==> config.mk <==
export PLATFORM = sky130hd
export DESIGN_NAME = uart_tx_sched
export DESIGN_NICKNAME = d
export VERILOG_FILES = /design/src/rtl/uart_pkg.sv /design/src/rtl/rr_arbiter4.sv /design/src/rtl/uart_tx_sched.sv
export SDC_FILE = /design/constraint.sdc
export NUM_CORES = 1
export LEC_CHECK = 0
export ABC_AREA = 1
export CORE_MARGIN = 10
export CORE_UTILIZATION = 35
export DETAILED_ROUTE_END_ITERATION = 8
export HOLD_SLACK_MARGIN = 0.08
export MAX_ROUTING_LAYER = met4
export PLACE_DENSITY = 0.69
export SLEW_MARGIN = 20
export SYNTH_ARGS = -nofsm -noshare
export SYNTH_HDL_FRONTEND = slang
export SYNTH_SLANG_ARGS = --single-unit
==> constraint.sdc <==
create_clock -name clk -period 2.4 [get_ports clk]
set_input_delay 0.36 -clock clk [delete_from_list [all_inputs] [get_ports clk]]
set_output_delay 0.36 -clock clk [all_outputs]
set_load 0.01 [all_outputs]
==> src/rtl/uart_pkg.sv <==
`default_nettype none
// uart_pkg -- shared state encoding, requester count and defaults for the UART scheduler.
// Rev 1.0
package uart_pkg;

  localparam int unsigned N_REQ           = 4;
  localparam logic [3:0]  DEF_HDR_PREFIX  = 4'hA;
  localparam logic [15:0] DEF_TIMEOUT_CYC = 16'd60000;

  typedef enum logic [2:0] {
    IDLE     = 3'd0,
    HDR      = 3'd1,
    WAIT_HDR = 3'd2,
    PAY      = 3'd3,
    WAIT_PAY = 3'd4
  } state_t;

  function automatic logic [7:0] hdr_byte(input logic [3:0] prefix, input logic [1:0] id);
    return {prefix, 2'b00, id};
  endfunction

endpackage
`default_nettype wire

==> src/rtl/rr_arbiter4.sv <==
`default_nettype none
// rr_arbiter4 -- combinational 4-way round-robin pick starting at ptr.
// Rev 1.0
module rr_arbiter4
  import uart_pkg::*;
(
  input  logic [N_REQ-1:0] req,
  input  logic [1:0]       ptr,
  output logic [1:0]       gnt_id,
  output logic             any
);

  always_comb begin
    gnt_id = ptr;
    any    = |req;
    // Walk from the farthest offset down so the nearest requester to ptr wins.
    for (int k = int'(N_REQ) - 1; k >= 0; k--) begin
      if (req[ptr + 2'(k)]) begin
        gnt_id = ptr + 2'(k);
      end
    end
  end

endmodule
`default_nettype wire

==> src/rtl/uart_tx_sched.sv <==
`default_nettype none
// uart_tx_sched -- round-robin scheduler sending a header byte then a payload byte per grant.
// Rev 1.0
module uart_tx_sched
  import uart_pkg::*;
#(
  parameter logic [3:0]  HDR_PREFIX  = DEF_HDR_PREFIX,
  parameter logic [15:0] TIMEOUT_CYC = DEF_TIMEOUT_CYC
) (
  input  logic        clk,
  input  logic        reset,
  input  logic [3:0]  req_valid,
  input  logic [31:0] req_data,
  output logic [3:0]  req_ready,
  output logic        tx_start,
  output logic [7:0]  tx_data,
  input  logic        tx_busy,
  input  logic        tx_ready,
  output logic [1:0]  grant_id,
  output logic        sched_busy,
  output logic        timeout_err
);

  state_t      state_q, state_d;
  logic [1:0]  rr_ptr_q, rr_ptr_d;
  logic [1:0]  grant_id_q, grant_id_d;
  logic [7:0]  pay_reg_q, pay_reg_d;
  logic [7:0]  tx_data_q, tx_data_d;
  logic [15:0] wd_q, wd_d;
  logic [1:0]  arb_id;
  logic        arb_any;
  logic        wd_expired;

  rr_arbiter4 u_arb (
    .req    (req_valid),
    .ptr    (rr_ptr_q),
    .gnt_id (arb_id),
    .any    (arb_any)
  );

  assign wd_expired = (wd_q == TIMEOUT_CYC - 16'd1);

  always_comb begin
    state_d     = state_q;
    rr_ptr_d    = rr_ptr_q;
    grant_id_d  = grant_id_q;
    pay_reg_d   = pay_reg_q;
    tx_data_d   = tx_data_q;
    wd_d        = wd_q;
    req_ready   = '0;
    tx_start    = 1'b0;
    timeout_err = 1'b0;

    unique case (state_q)
      IDLE: begin
        if (arb_any) begin
          req_ready[arb_id] = 1'b1;
          grant_id_d        = arb_id;
          pay_reg_d         = req_data[{arb_id, 3'b000} +: 8];
          rr_ptr_d          = arb_id + 2'd1;
          state_d           = HDR;
        end
      end
      HDR: begin
        if (!tx_busy) begin
          tx_start  = 1'b1;
          tx_data_d = hdr_byte(HDR_PREFIX, grant_id_q);
          state_d   = WAIT_HDR;
        end
      end
      PAY: begin
        if (!tx_busy) begin
          tx_start  = 1'b1;
          tx_data_d = pay_reg_q;
          state_d   = WAIT_PAY;
        end
      end
      WAIT_HDR, WAIT_PAY: begin
        // A completion arriving on the expiry cycle still counts as success.
        if (tx_ready) begin
          state_d = (state_q == WAIT_HDR) ? PAY : IDLE;
        end else if (wd_expired) begin
          timeout_err = 1'b1;
          state_d     = IDLE;
        end else begin
          wd_d = wd_q + 16'd1;
        end
      end
      default: state_d = IDLE;
    endcase

    if (tx_start) begin
      wd_d = '0;
    end

    // Outputs that act on the outside world are silenced while reset is held.
    if (reset) begin
      req_ready   = '0;
      tx_start    = 1'b0;
      timeout_err = 1'b0;
    end
  end

  always_ff @(posedge clk) begin
    if (reset) begin
      state_q    <= IDLE;
      rr_ptr_q   <= '0;
      grant_id_q <= '0;
      pay_reg_q  <= '0;
      tx_data_q  <= '0;
      wd_q       <= '0;
    end else begin
      state_q    <= state_d;
      rr_ptr_q   <= rr_ptr_d;
      grant_id_q <= grant_id_d;
      pay_reg_q  <= pay_reg_d;
      tx_data_q  <= tx_data_d;
      wd_q       <= wd_d;
    end
  end

  assign tx_data    = tx_start ? tx_data_d : tx_data_q;
  assign grant_id   = grant_id_q;
  assign sched_busy = (state_q != IDLE);

endmodule
`default_nettype wire

==> metrics.md <==
| Metric | Value |
|---|---|
| First-pass GRT wire length | `roughly 13000 um` |
| RSZ-0062 raised after global routing | `no` |
| Tcrit/Tclk final | `92.9%` |
| Maximum root-to-sink buffer count | `2` |
| Largest fanout on the critical path | `9` |
| N_diodes | `0` |
| Power Density | `between 800 and 900 mW/mm2` |
| CTS tree | `built` |
| Async set-reset flop share out of synthesis | `0%` |
| Number of synthesized flops with an enable pin | `0` |
| Pin count of the biggest net entering global routing | `18` |
| Most used cell, CP | `nand2_1` |
| Hold Startpoint | `tx_data_q[2]` |
| Row count | `31` |
| Root Buffer Master | `clkbuf_8` |
| Unique masters post-synth | `34` |
| Sequential area share after synthesis | `between 20 and 30%` |
| Synth top area cells | `dfxtp_1, nand2_1, inv_1` |
| WHS Path Cells | `2` |
| Maxcap violations | `0` |
| # fillers | `around 730` |
| Final clock skew | `approximately 10 ps` |
| Most frequent cells after synthesis | `nand2_1, inv_1, nand3_1, dfxtp_1, nor2_1` |
| Final Hold Fails | `0` |
| Max H-tree Level | `2` |
| Tightest Hold Check Type | `flop to flop` |
| Leading area contributor after synthesis | `dfxtp_1` |
| Crit path DAT | `between 1500 and 2000 ps` |
| Cts bufs inserted | `5` |
| Vias in the first global route | `around 2900` |
| Placed Area | `0.00342 mm2` |
| VDD IR max | `just over 0.4 mV` |
| Post-DP HPWL | `approximately 5800 um` |
| Ys Warns | `0` |
| Worst reg-to-reg setup slack | `410 ps` |
| Hold path endpoint | `tx_data_q[2]` |
| Crit path max-delay family | `simple AND/OR/NAND/NOR gates` |
| Top-count cell post-synth | `nand2_1` |
| Slowest cell on the critical path | `dfxtp_4` |
| Sequential cell area | `between 700 and 800 um2` |
| Reg2reg end | `wd_q[4]` |
| Clock insertion delay at the later pin of the skew report | `about 300 ps` |
| Core region area | `just over 0.007 mm2` |
| Setup violators final | `0` |
| Synth top area share | `29.9%` |
| Ports | `between 50 and 60` |
| # hold bufs at CTS | `0` |
| Mapped Area | `around 0.0026 mm2` |
| Syn Inst Count | `between 400 and 500` |
| Starting DRT DRC Count | `roughly 130` |
| Initial Util | `between 30% and 40%` |
| ANT nets after route | `0` |
| Fin. max-slew vios | `0` |
| Fin util | `between 40 and 50%` |
| Rel. slew slack | `between 70% and 80%` |
| Die height | `roughly 110 um` |
| Static Leakage | `about 1.7 nW` |
| Tightest Pin Transition | `381 ps` |
| Drt pass-1 iters | `5` |
| Syn_area_per_cell | `about 6 um2` |
| Crit Path Class | `flop to primary output` |
| Mapped Nets | `around 480` |
| Crit end category | `primary output` |
| Critical Path Start Type | `flop` |
| NumNets Final | `around 550` |
| DR vias/cell | `between 4 and 5` |
| Status | `completed` |
| Initial antenna violation count | `0` |
| Reg-to-reg critical path startpoint | `wd_q[1]` |
| Worst path max stage delay | `~410 ps` |
| Worst-path clk slew | `80 ps` |
| CTS Sinks | `39` |
| Area delta synth->final | `36.1%` |
| Top_reg_cell synth | `dfxtp_1` |
| Yosys reg bits | `39` |
| R2R cell count | `9` |
| Share of post-route cells with drive strength above 1 | `between 10% and 20%` |
| Total congestion overflow | `0` |
| Area of the multi-input gates | `0.00145 mm2` |
| Port-buffer cells | `56` |
| CP bufs+invs | `5` |
| Avg WL per Cell | `11.7 um` |
| Setup TNS | `0 ps` |
| Final GP Congestion | `roughly 0.9` |
| Die W | `between 100 and 150 um` |
| DR vias | `roughly 2900` |
| Critical Path, Cell by Cell | `inv_4 -> nand2_1 -> nand2_1 -> nand2_1 -> nand2_1 -> inv_2 -> nand2_2 -> nand2_2 -> nand2_4 -> nand2_4 -> inv_1 -> nor2_2 -> nand3_1 -> inv_1 -> buf_2` |
| Period minus WS final | `between 2000 and 2500 ps` |
| DIE AREA | `about 0.011 mm2` |
| GRT Util Overall | `13.4%` |
| Max Freq | `~450 MHz` |
| WP data required | `around 2000 ps` |
| Routed WL | `between 7000 and 8000 um` |
| Final instance area | `roughly 0.0036 mm2` |
| DRC viols | `0` |
where the power goes:
group          total (W)  internal (W)  leakage, nW  switching [W]
registers       0.000865      0.000772        0.320      0.0000930
clock network   0.000498      0.000261       0.0505       0.000236
logic            0.00173      0.000718         1.33        0.00102
cell type report:
class	count	area share [%]
repair buffers	83	20.9
multi-input cells	292	40.9
clock inverters	1	0.211
clock buffers	7	2.71
flip-flops and latches	39	22.2
well taps	99	3.49
inverters	90	9.58
tightest hold or removal path: cells and delay by family (launching register included):
kind | cells | cell delay, ps
AOI/OAI and AO/OA | 1 | 70
buffers and inverters | 1 | 50
DFF | 1 | 300
how the worst max path moves through the flow:
stage                  from           end  slack (ps)  cells after the start
2_1_floorplan    state_q[1]  req_ready[3]         400                      8
3_3_place_gp   req_valid[3]  req_ready[3]        -330                     14
3_5_place_dp   req_valid[3]  req_ready[1]        -450                     16
4_1_cts          state_q[1]    tx_data[3]          20                      7
5_1_grt         rr_ptr_q[0]  req_ready[1]           5                     15
6_report        rr_ptr_q[0]  req_ready[1]         170                     15
state kept, by name (all words and copies together) (netlist names):
signal,cells
wd_q,16
rr_ptr_q,2
pay_reg_q,8
state_q,3
tx_data_q,8
grant_id,2
through the flow:
step,power [W],hold WS [ps],setup slack [ps],cells
after floorplan,0.00201,445,401,436
after global placement,0.00256,453,-330,603
after detailed placement,0.00260,461,-447,603
after CTS,0.00311,476,19.8,611
after global routing,0.00341,498,5.41,611
final,0.00310,471,170,611
per-layer routing:
metal / global-route usage, % / share of wire, %
met5: - / 0
met4: 3.97 / 1.1
met3: 2.42 / 4.0
met2: 23.3 / 49
met1: 15.4 / 46
placed cells by master, fill, tap and decap left out, drive strengths merged, types with 2 or more instances in the layout:
| cell type | instances |
|---|---|
| dlymetal6s2s | 5 |
| nand2 | 109 |
| dfxtp | 39 |
| clkinv | 2 |
| nor4 | 10 |
| o211ai | 4 |
| nand3 | 57 |
| nor2 | 34 |
| buf | 31 |
| xnor2 | 2 |
| o21ai | 28 |
| xor2 | 5 |
| inv | 88 |
| clkdlybuf4s50 | 37 |
| clkbuf | 7 |
| nor3 | 12 |
| dlygate4sd2 | 10 |
| nand4 | 3 |
| a211oi | 3 |
| nor3b | 2 |
| a21oi | 19 |
cell families (layout without fill, tap and decap cells):
kind of cell | Yosys count | in the layout | synth area share, %
compound gates | 56 | 56 | 11.8
fa+ha+maj | 1 | 1 | 0.480
simple gates | 228 | 228 | 39.3
buf+inv | 105 | 181 | 16.1
flops | 39 | 39 | 29.9
xor+xnor | 7 | 7 | 2.35
what timing repair did:
item	4_1_cts	5_1_grt
resized for setup	38	12
gates cloned	0	0
setup endpoints to repair	13	6
buffers inserted	0	0
pin swaps	1	3
Note: power is estimated with default switching activity, not from simulation.
